<file path="src/rtl/genesis_audio_mix.sv">
// ----------------------------------------------------------------------------
// genesis_audio_mix
//
// Generates the output sample strobe and mixes the filtered stereo FM signal
// with the unsigned PSG level (scaled by a programmable gain). A soft-mute
// ramp scales the mix between silence and full level without clicks. Each
// channel is saturated to 16-bit signed before it goes to its low-pass stage.
//
// Parameters:
//   DIV        clk cycles per output sample (4..1023)
//   RAMP_STEP  gain change per sample while ramping (1..256)
//
// Ports:
//   clk        system clock
//   reset_n    asynchronous active-low reset
//   fm_l/fm_r  signed 16-bit FM samples
//   psg        unsigned PSG level 0..2047
//   psg_gain   PSG gain 0..15 (0 removes the PSG from the mix)
//   mute       1 ramps the output to silence, 0 ramps it to full level
//   sample_ce  one-cycle strobe every DIV clocks
//   out_l/out_r signed 16-bit mixed outputs, held between updates
//   out_valid  one-cycle pulse when out_l/out_r are updated
//   ramp_busy  high while the gain is ramping up or down
// ----------------------------------------------------------------------------
module genesis_audio_mix #(
    parameter int DIV       = 559,
    parameter int RAMP_STEP = 4
) (
    input  logic        clk,
    input  logic        reset_n,
    input  logic [15:0] fm_l,
    input  logic [15:0] fm_r,
    input  logic [10:0] psg,
    input  logic [3:0]  psg_gain,
    input  logic        mute,
    output logic        sample_ce,
    output logic [15:0] out_l,
    output logic [15:0] out_r,
    output logic        out_valid,
    output logic        ramp_busy
);

    typedef enum logic [1:0] {
        MUTED  = 2'd0,
        UP     = 2'd1,
        ACTIVE = 2'd2,
        DOWN   = 2'd3
    } ramp_state_t;

    localparam logic [9:0] LAST_COUNT = 10'(DIV - 1);
    localparam logic [9:0] STEP       = 10'(RAMP_STEP);
    localparam logic [8:0] FULL_GAIN  = 9'd256;

    // ------------------------------------------------------------------
    // Sample strobe
    // ------------------------------------------------------------------
    logic [9:0] count;

    assign sample_ce = (count == LAST_COUNT);

    always_ff @(posedge clk or negedge reset_n) begin
        if (!reset_n) begin
            count <= 10'd0;
        end else if (sample_ce) begin
            count <= 10'd0;
        end else begin
            count <= count + 10'd1;
        end
    end

    // ------------------------------------------------------------------
    // Soft-mute ramp
    // ------------------------------------------------------------------
    ramp_state_t state, state_next;
    logic [8:0]  gain, gain_next;
    logic [9:0]  gain_up;
    logic        busy_next;

    // One extra bit so the sum can exceed full scale before clamping.
    assign gain_up = {1'b0, gain} + STEP;

    // A reversal only flips direction; the gain resumes moving on the
    // following strobe, so the level never jumps.
    always_comb begin
        state_next = state;
        gain_next  = gain;
        case (state)
            MUTED: begin
                gain_next = 9'd0;
                if (!mute) state_next = UP;
            end
            UP: begin
                if (mute) begin
                    state_next = DOWN;
                end else if (gain_up >= {1'b0, FULL_GAIN}) begin
                    gain_next  = FULL_GAIN;
                    state_next = ACTIVE;
                end else begin
                    gain_next = gain_up[8:0];
                end
            end
            ACTIVE: begin
                gain_next = FULL_GAIN;
                if (mute) state_next = DOWN;
            end
            DOWN: begin
                if (!mute) begin
                    state_next = UP;
                end else if ({1'b0, gain} <= STEP) begin
                    gain_next  = 9'd0;
                    state_next = MUTED;
                end else begin
                    gain_next = 9'({1'b0, gain} - STEP);
                end
            end
            default: begin
                state_next = MUTED;
                gain_next  = 9'd0;
            end
        endcase
        busy_next = (state_next == UP) || (state_next == DOWN);
    end

    always_ff @(posedge clk or negedge reset_n) begin
        if (!reset_n) begin
            state     <= MUTED;
            gain      <= 9'd0;
            ramp_busy <= 1'b0;
        end else if (sample_ce) begin
            state     <= state_next;
            gain      <= gain_next;
            ramp_busy <= busy_next;
        end
    end

    // ------------------------------------------------------------------
    // Mixing pipeline: capture, multiply, saturate
    // ------------------------------------------------------------------
    logic [15:0]        cap_l, cap_r;
    logic [14:0]        cap_p;
    logic [8:0]         cap_g;
    logic               cap_valid;
    logic signed [17:0] sum_l, sum_r;
    logic signed [26:0] prod_l, prod_r;
    logic signed [26:0] mix_l, mix_r;
    logic               mix_valid;

    // The PSG term is non-negative and at most 30705, so 18 bits cannot
    // overflow, and with the gain capped at 256 the product fits 27 bits.
    assign sum_l  = $signed({{2{cap_l[15]}}, cap_l}) + $signed({3'b000, cap_p});
    assign sum_r  = $signed({{2{cap_r[15]}}, cap_r}) + $signed({3'b000, cap_p});
    assign prod_l = $signed({{9{sum_l[17]}}, sum_l}) * $signed({18'd0, cap_g});
    assign prod_r = $signed({{9{sum_r[17]}}, sum_r}) * $signed({18'd0, cap_g});

    // Divide by 256 with floor rounding, then clamp to the 16-bit range.
    function automatic logic [15:0] saturate16(input logic signed [26:0] m);
        logic signed [26:0] t;
        t = m >>> 8;
        if (t > 27'sd32767) begin
            return 16'h7FFF;
        end else if (t < -27'sd32768) begin
            return 16'h8000;
        end
        return t[15:0];
    endfunction

    // The gain captured here is the value before this strobe's ramp update.
    always_ff @(posedge clk or negedge reset_n) begin
        if (!reset_n) begin
            cap_l     <= 16'd0;
            cap_r     <= 16'd0;
            cap_p     <= 15'd0;
            cap_g     <= 9'd0;
            cap_valid <= 1'b0;
        end else begin
            cap_valid <= sample_ce;
            if (sample_ce) begin
                cap_l <= fm_l;
                cap_r <= fm_r;
                cap_p <= {4'd0, psg} * {11'd0, psg_gain};
                cap_g <= gain;
            end
        end
    end

    always_ff @(posedge clk or negedge reset_n) begin
        if (!reset_n) begin
            mix_l     <= 27'sd0;
            mix_r     <= 27'sd0;
            mix_valid <= 1'b0;
        end else begin
            mix_valid <= cap_valid;
            if (cap_valid) begin
                mix_l <= prod_l;
                mix_r <= prod_r;
            end
        end
    end

    always_ff @(posedge clk or negedge reset_n) begin
        if (!reset_n) begin
            out_l     <= 16'd0;
            out_r     <= 16'd0;
            out_valid <= 1'b0;
        end else begin
            out_valid <= mix_valid;
            if (mix_valid) begin
                out_l <= saturate16(mix_l);
                out_r <= saturate16(mix_r);
            end
        end
    end

endmodule
</file>
<file path="config.mk">
export PLATFORM = sky130hd
export DESIGN_NAME = genesis_audio_mix
export DESIGN_NICKNAME = d
export VERILOG_FILES = /design/src/rtl/genesis_audio_mix.sv
export SDC_FILE = /design/constraint.sdc
export NUM_CORES = 1
export LEC_CHECK = 0
export BUFFER_PORTS_ARGS = -buffer_cell sky130_fd_sc_hd__buf_2
export CAP_MARGIN = 5
export CORE_ASPECT_RATIO = 1.75
export CORE_MARGIN = 8
export CORE_UTILIZATION = 45
export DETAILED_ROUTE_END_ITERATION = 6
export GPL_TIMING_DRIVEN = 0
export PLACE_DENSITY_LB_ADDON = 0.1
export SLEW_MARGIN = 20
export SYNTH_ARGS = -nofsm -noshare
export SYNTH_HDL_FRONTEND = slang
export SYNTH_SLANG_ARGS = --single-unit
</file>
<file path="constraint.sdc">
create_clock -name clk -period 6.44 [get_ports clk]
set_input_delay 1.288 -clock clk [delete_from_list [all_inputs] [get_ports clk]]
set_output_delay 1.288 -clock clk [all_outputs]
set_load 0.01 [all_outputs]
</file>
# --- Word-level counts from Yosys, hierarchy flattened ---
# Index checks and enable logic that the tools add are counted.
totals:
  reg_bits: 167
  inputBits: 50
  output_inout_bits: 35
op_classes:
  mul: 3
  eq_ne: 8
  magnitude_cmp: 6
  n_mux: 25
  reduce_logical: 3
  add_sub_neg: 5
ops:
  columns: ["operator", "n"]
  rows:
  - ["two-way mux 16 bit", 6]
  - ["multiplier 17 x 10 -> 27 bit", 2]
  - ["greater-than comparator 19 x 16 -> 1 bit, second input constant", 2]
  - ["less-than comparator 19 x 16 -> 1 bit, second input constant", 2]
  - ["two-way mux 9 bit", 4]
  - ["case mux 9 bit (4 select lines)", 1]
  - ["adder 16 x 16 -> 17 bit", 2]
  - ["multiplier 11 x 4 -> 15 bit", 1]
  - ["two-way mux 2 bit", 6]
  - ["adder 10 x 1 -> 10 bit, second input constant", 1]
  - ["adder 9 x 3 -> 10 bit, second input constant", 1]
  - ["equality test 10 bit, second input constant", 1]
  - ["greater-or-equal comparator 10 x 9 -> 1 bit, second input constant", 1]
  - ["two-way mux 10 bit", 1]
  - ["<= comparator 9 x 3 -> 1 bit, second input constant", 1]
  - ["subtractor 9 x 3 -> 9 bit, second input constant", 1]
  - ["case mux 2 bit (4 select lines)", 1]
  - ["equality test 2 bit, second input constant", 3]
  - ["two-way mux 1 bit", 6]
  - ["equality test 2 x 1 -> 1 bit, second input constant", 2]
  - ["inequality test 2 bit, second input constant", 2]
  - ["AND reduction 3 bit", 1]
  - ["logical NOT 2 bit", 1]
  - ["logical OR 1 bit", 1]

# --- Logic depth before layout (Yosys ltp) ---
# Gate-level depths: netlist of the first run.
logic_depth:
  word_depth: 7
  mapped_depth: 27

# --- Least setup slack after synthesis of the first run ---
# Ideal clock, no wire load.
synth_timing:
  path_type: "flip-flop to flip-flop"
  from: "reg cap_p[0]"
  to: "reg mix_r[25]"
  setup_time_ns: 0.071
  t_arrival_ns: 6.911
  path_stages_with_launch: 27
  synth_period_minus_slack_ns: 6.982
  slack_ns: -0.542
  path_cell_list: "dfrtp_1 -> ha_1 -> fa_1 -> a21o_1 -> a21oi_1 -> o21ai_1 -> a211oi_1 -> o21ai_1 -> and3_1 -> clkbuf_1 -> or3b_1 -> fa_1 -> inv_1 -> fa_1 -> fa_1 -> fa_1 -> inv_1 -> fa_1 -> inv_1 -> ha_1 -> a21oi_1 -> o21ai_0 -> or4_1 -> o211ai_1 -> nand3_1 -> a2111o_1 -> nand4_1"
synth_between:
  elab_chain_len: 2
synth_lines:
  columns: ["element", "line", "text"]
  rows:
  - ["start, declared", "140", "logic [14:0] cap_p;"]
  - ["start signal, assigned", "180", "cap_p <= {4'd0, psg} * {11'd0, psg_gain};"]
  - ["adder 16 x 16 -> 17 bit", "151", "assign sum_r = $signed({{2{cap_r[15]}}, cap_r}) + $signed({3'b000, cap_p});"]
  - ["multiplier 17 x 10 -> 27 bit", "153", "assign prod_r = $signed({{9{sum_r[17]}}, sum_r}) * $signed({18'd0, cap_g});"]
  - ["end signal, assigned", "195", "mix_r <= prod_r;"]
  - ["end, declared", "145", "logic signed [26:0] mix_l, mix_r;"]
# Every way passes these cells.
# A chain may end at the register's enable or synchronous reset.

# --- Worst setup path after layout of the first run ---
layout_timing:
  from: "reg cap_p[0]"
  to: "reg mix_l[22]"
layout_between:
  elab_chain_len: 2
layout_lines:
  columns: ["element", "line", "text"]
  rows:
  - ["adder 16 x 16 -> 17 bit", "150", "assign sum_l = $signed({{2{cap_l[15]}}, cap_l}) + $signed({3'b000, cap_p});"]
  - ["multiplier 17 x 10 -> 27 bit", "152", "assign prod_l = $signed({{9{sum_l[17]}}, sum_l}) * $signed({18'd0, cap_g});"]
  - ["end signal, assigned", "194", "mix_l <= prod_l;"]
  - ["end, declared", "145", null]
# Every way passes these cells.

==> results of run 1 <==
## worst paths after layout
path	startpoint	end	slack, ps
setup / recovery	cap_p[0]$_DFFE_PN0P_	mix_l[22]$_DFFE_PN0P_	-640
hold / removal	mix_valid$_DFF_PN0_	out_valid$_DFF_PN0_	390
setup reg to reg	cap_p[0]$_DFFE_PN0P_	mix_l[22]$_DFFE_PN0P_	-640
hold reg to reg	mix_valid$_DFF_PN0_	out_valid$_DFF_PN0_	390
max in group asynchronous	reset_n	count[6]$_DFF_PN0_	4870
min in group asynchronous	reset_n	out_r[3]$_DFFE_PN0P_	770
## synthesized netlist by cell type (24+ instances only)
cell type and count:
fa_1 273, ha_1 171, xor2_1 32, mux2_2 24
nand2_1 284, clkbuf_1 77, nand3_1 40, and2_1 144
a21oi_1 100, inv_1 348, nor2_1 122, dfrtp_1 146
o21ai_0 49, nor3_1 24, xnor2_1 43
## power groups by stage
stage / registers (uW) / logic, uW / clock network, uW
after floorplan: 944 / 455 / 0
after global placement: 945 / 582 / 0
after detailed placement: 945 / 596 / 0
after CTS: 928 / 666 / 1080
after global routing: 929 / 806 / 1110
final: 928 / 711 / 1060
## flip-flops by register name, indices dropped and copies added (netlist names)
signal,cells
mix_r,19
out_l,16
cap_r,16
cap_p,15
cap_g,7
gain,7
state,2
cap_valid,1
count,10
mix_valid,1
out_r,16
mix_l,19
out_valid,1
cap_l,16
## stage by stage
step / area (sq um) / setup TNS [ps] / hold WS (ps) / power, uW
floorplan: 20200 / -28.6 / 352 / 1400
global placement: 21300 / -20910 / 375 / 1530
detailed placement: 21400 / -22700 / 377 / 1540
CTS: 23000 / -11150 / 395 / 2670
global route: 23500 / -21170 / 415 / 2840
finish: 23500 / -13110 / 388 / 2700
## worst max-delay path, delay by kind of cell, from the launching register on
kind | cells | cell delay, ps
buf+inv | 7 | 620
flops | 1 | 470
compound gates | 9 | 1730
simple gates | 5 | 1060
fa+ha+maj | 8 | 3120
## routing by layer
layer | routed length, um | share of wire [%] | global-route usage (%) | vias up
li1 | - | - | - | 7461
met3 | 1430 | 2.7 | 2.25 | 98
met4 | 2060 | 3.9 | 9.56 | 0
met2 | 29000 | 55 | 41.3 | 312
met5 | 0 | 0 | 0 | -
met1 | 19900 | 38 | 22.1 | 7600
## cell families (layout without fill, tap and decap cells)
family	count (synthesis)	after routing	share of synthesized area [%]
compound gates	320	320	10.9
xor+xnor	75	75	3.35
fa+ha+maj	444	444	38.8
buf+inv	430	625	8.24
flops	146	146	18.6
mux	31	31	1.74
other cells	2	85	0.0383
simple gates	730	730	18.3
## layout make-up
cell class                 count  area, sq um
clock buffer                  19          443
multi-input combinational   1684        15800
antenna                        1         2.50
inverter                     350         1320
sequential                   146         3660
fill                        4121        19700
buffer                        77          307
timing repair buffer         167         1130
tap                          566          708
clock inverter                12          158
## timing repair
action                     4_1_cts  5_1_grt
gates resized for setup        127       72
pin swaps                       97       69
setup buffers                   61       22
setup endpoints to repair       35       34
hold buffers                     0        0
==> summary.txt, run 1 <==
Status - finished with violations
Failing checks - setup timing
Share of the synthesized area in the top cell type - 27.9%
Cell count after placement - 2910
Crit path launch type - flip-flop
Via count - 15.5k
Distinct cells, synth - 80
PortBufs - 83
Psw - 830 uW
Critical path required time - 6830 ps
Clock latency on the worst-skew pair - 450 ps
GRT overflow - 0
CTS buffer count - 17
Cells after Synth - 2178
Setup WS post-layout - -637 ps
Detailed placement HPWL - 43200 um
Critical Path Fanout Max - 6
Maximum VDD drop - 0.133 mV
Num rows - 101
Num ports - 85
Final setup viols - 32
Max_cap viols - 0
Leak Pwr - 0.0116 uW
Fmax - 141 MHz
Path depth of the worst reg2reg path - 29
Commonest non-fill, non-tap cell in the layout - inv_1
Slew headroom - 26.6%
Reg power frac - 34.4%
Clock group share of total power - 39.2%
Combinational fraction of design power - 26.4%
Worst Tran Pin Value - 1100 ps
Kind of critical path - reg2reg
Ys Warns - 0
Max clock buf depth - 2
Clk root buf - clkbuf_16
DRT iter0 DRCs - 501
GRT Total Usage - 21.1%
Hold depth - 0
Final Slew Violations - 0
Minimum clock period - 7080 ps
Routed vias/inst - 5.12
DR pass1 iterations - 5
CP max stage delay - 540 ps
Die ar. - 50700 sq um
Place WS - -1120 ps
Cell Pwr Density - 115 nW/um^2
Final Hold Viols - 0
H-tree levels - 4
Seq/Total Area, Yosys - 18.6%
Fraction of final layout cells sized beyond drive strength 1 - 17.5%
Hold Path Class - reg2reg
Largest cells by area after synthesis - fa_1, dfrtp_1, ha_1
TritonCTS clock tree - built
Antenna-violating nets left - 0
WL/cell - 17.4 um
RSZ-0062 raised after global routing - yes
Yosys top cell by area - fa_1
Vias in the first global route - 16.9k
Die Y-Extent - 292 um
Die W - 174 um
Switching share of power - 30.8%
Clock Skews - 12.9 ps
WL final - 52500 um
CP max-delay cell - fa_1
TritonCTS Sinks - 146
Ys flop type - dfrtp_1
First-pass GRT wire length - 86200 um
Fraction of registers with async set or reset after synthesis - 100%
Post-synth EDFFs - 0
Core Area - 43200 sq um
Finished Layout Cells - 3022
Synth Register Bits - 146
Commonest non-fill, non-tap cells in the layout - inv_1, nand2_1, fa_1, dfrtp_1, ha_1
Reg clk slew, reported paths - 70 ps
Last weighted congestion value of the routability-driven placer - 0.892
Layout Nets - 2937
Starting Density - 45.3%
P&R area growth vs syn - 20.0%
CP arrival - 7460 ps
Synthesized area - 19600 sq um
Period utilization - 110%
Largest net degree at the start of global routing - 81
Int Power - 1870 uW
DRC Markers - 0
Core Util, Final - 54.4%
Most used cell along the critical path - fa_1
Worst Setup End Kind - flip-flop
Initial antenna violation count - 0
Synthesized area per cell - 9.00 sq um
(Power assumes the default switching activity.)
==> run 2: changes to the inputs <==
--- a/config.mk
+++ b/config.mk
@@ -9,10 +9,11 @@
 export CAP_MARGIN = 5
 export CORE_ASPECT_RATIO = 1.75
 export CORE_MARGIN = 8
-export CORE_UTILIZATION = 45
+export CORE_UTILIZATION = 46
 export DETAILED_ROUTE_END_ITERATION = 6
 export GPL_TIMING_DRIVEN = 0
 export PLACE_DENSITY_LB_ADDON = 0.1
+export SKIP_LAST_GASP = 1
 export SLEW_MARGIN = 20
 export SYNTH_ARGS = -nofsm -noshare
 export SYNTH_HDL_FRONTEND = slang
==> constraint.sdc (replaced) <==
create_clock -name clk -period 7.7 [get_ports clk]
set_input_delay 1.54 -clock clk [delete_from_list [all_inputs] [get_ports clk]]
set_output_delay 1.54 -clock clk [all_outputs]
set_load 0.01 [all_outputs]
==> run 2 against run 1 <==
Sequential power shrank 16%. Via count shrank 2.4%. Worst hold slack lost 4.3 ps. Non-clock buffer count shrank 75. Register-to-register slack gained 960 ps. First-iteration DRC count grew 27%. Die area shrank 2.0%. Largest power group unchanged. Fmax shrank 4.0%. Power shrank 21%. Cell count shrank 2.7%. Final area shrank 7.0%. The flow now finishes without violations.
==> summary.txt, run 2 (same netlist as run 1, synthesis figures left out) <==
H-tree levels - 4 (unchanged)
Num ports - 85 (unchanged)
Critical Path Fanout Max - 7 (+1)
Final Hold Viols - 0 (unchanged)
Initial antenna violation count - 1 (+1)
CP arrival - 7740 ps (+280 ps)
GRT overflow - 0 (unchanged)
Kind of critical path - reg2reg
Reg clk slew, reported paths - 70 ps (about the same)
Setup WS post-layout - 327 ps (+964 ps)
Final Slew Violations - 0 (unchanged)
Clk root buf - clkbuf_16
DR pass1 iterations - 5 (unchanged)
Last weighted congestion value of the routability-driven placer - 0.873 (-2.1%)
DRC Markers - 0 (unchanged)
Clock latency on the worst-skew pair - 440 ps (about the same)
DRT iter0 DRCs - 638 (+27%)
Via count - 15.1k (-2.4%)
WL/cell - 17.1 um (-1.7%)
Cell Pwr Density - 97.1 nW/um^2 (-15%)
Die ar. - 49700 sq um (-2.0%)
Fmax - 136 MHz (-4.0%)
Slew headroom - 27.0% (+0.35 points)
PortBufs - 83 (unchanged)
CP max-delay cell - fa_1
Antenna-violating nets left - 0 (unchanged)
Post-route cell area - 21900 sq um (-7.0%)
Min Hold Slack - 384 ps (-4.33 ps)
P&R area growth vs syn - 11.6%
GRT Total Usage - 21.4% (+0.26 points)
Routed vias/inst - 5.13 (+0.24%)
Detailed placement HPWL - 42800 um (-0.94%)
Largest net degree at the start of global routing - 93 (+15%)
WL final - 50200 um (-4.3%)
Max clock buf depth - 2 (unchanged)
Crit path launch type - flip-flop
Top Family by Delay on Critical Path - adder cells
TritonCTS Sinks - 146 (unchanged)
Core Area - 42300 sq um (-2.1%)
RSZ-0062 raised after global routing - yes
FILL cells - 4179 (+1.4%)
Maximum VDD drop - 0.118 mV (-12%)
Post-route setup TNS - 0 ps (+13110 ps)
Leak Pwr - 0.0112 uW (-3.9%)
Minimum clock period - 7370 ps (+296 ps)
TritonCTS clock tree - built
Clock Skews - 15.9 ps (+2.97 ps)
ANT cells - 0 (-1)
Fraction of final layout cells sized beyond drive strength 1 - 8.15% (-9.4 points)
Largest regs - mix_l x19, mix_r x19
Worst Setup End Kind - flip-flop
Starting Density - 46.3% (+1.0 points)
Status - complete, no violations
Die W - 172 um (-0.99%)
Critical path required time - 8070 ps (+1240 ps)
Place WS - -135 ps (+981 ps)
Period utilization - 95.8% (-14 points)
WP buf/inv - 4 (-3)
Max_cap viols - 0 (unchanged)
Layout Nets - 2862 (-2.6%)
Commonest non-fill, non-tap cells in the layout - inv_1, nand2_1, fa_1, ha_1, dfrtp_1
Die Y-Extent - 289 um (-1.0%)
Num rows - 100 (-0.99%)
Commonest non-fill, non-tap cell in the layout - inv_1
Hold Path Class - reg2reg
Vias in the first global route - 16.5k (-2.3%)
Hold buffer count at CTS - 0 (unchanged)
Worst Tran Pin Value - 1090 ps (-8.71 ps)
CTS buffer count - 17 (unchanged)
DP Area - 21100 sq um (-1.5%)
Most used cell along the critical path - fa_1
First-pass GRT wire length - 83300 um (-3.3%)
Final setup viols - 0 (-100%)
CP max stage delay - 560 ps (+20 ps)
[run 2: worst reg2reg max path: cells and delay by family (launching register included)]
kind	cells	cell delay, ps
multiplexers	1	380
flip-flops	1	430
adder cells (fa/ha/maj)	8	3540
AO/OA/AOI/OAI	9	1800
AND/OR/NAND/NOR	4	780
buffers and inverters	4	350
[run 2: per-layer routing]
| metal | share of wire, % | global-route usage, % | vias up |
|---|---|---|---|
| li1 | - | - | 7320 |
| met1 | 38 | 22.7 | 7334 |
| met2 | 54 | 40.6 | 331 |
| met3 | 3.2 | 2.48 | 106 |
| met4 | 4.5 | 10.8 | 2 |
| met5 | 0.024 | 0 | - |
[run 2: worst paths after layout]
| path | startpoint | to | slack (ps) | depth (start not counted) |
|---|---|---|---|---|
| setup / recovery | cap_p[0]$_DFFE_PN0P_ | mix_r[25]$_DFFE_PN0P_ | 330 | 26 |
| hold / removal | mix_valid$_DFF_PN0_ | out_valid$_DFF_PN0_ | 380 | 0 |
| setup reg to reg | cap_p[0]$_DFFE_PN0P_ | mix_r[25]$_DFFE_PN0P_ | 330 | 26 |
| hold reg to reg | mix_valid$_DFF_PN0_ | out_valid$_DFF_PN0_ | 380 | 0 |
| max in group asynchronous | reset_n | cap_l[14]$_DFFE_PN0P_ | 5870 | 2 |
| min in group asynchronous | reset_n | out_r[0]$_DFFE_PN0P_ | 1000 | 1 |
[run 2: area by class of cell]
type	instances	area [sq um]	area share, %
Buffer	78	298	1.36
Clock buffer	19	443	2.03
Clock inverter	12	156	0.715
Inverter	350	1310	6.01
Multi-Input combinational cell	1684	14800	67.7
Sequential cell	146	3650	16.7
Tap cell	561	702	3.21
Timing Repair Buffer	91	505	2.31
[run 2: power breakdown]
group          internal [uW]  switching (uW)
clock                    517             351
combinational            205             274
sequential               772            3.57
[run 2: what timing repair did]
item                       in CTS  in global routing
setup buffers                   0                  7
gates cloned                    0                  0
gates resized for setup         4                 35
setup endpoints to repair       8                 21
pin swaps                       4                  9
[run 2: metrics by stage]
stage / util [%] / instances / total power, uW
after floorplan: - / 2260 / 1150
after global placement: 49.7 / 2904 / 1250
after detailed placement: 49.8 / 2905 / 1260
after CTS: 51.2 / 2936 / 2140
after global routing: 51.7 / 2941 / 2250
final: 51.7 / 2941 / 2120
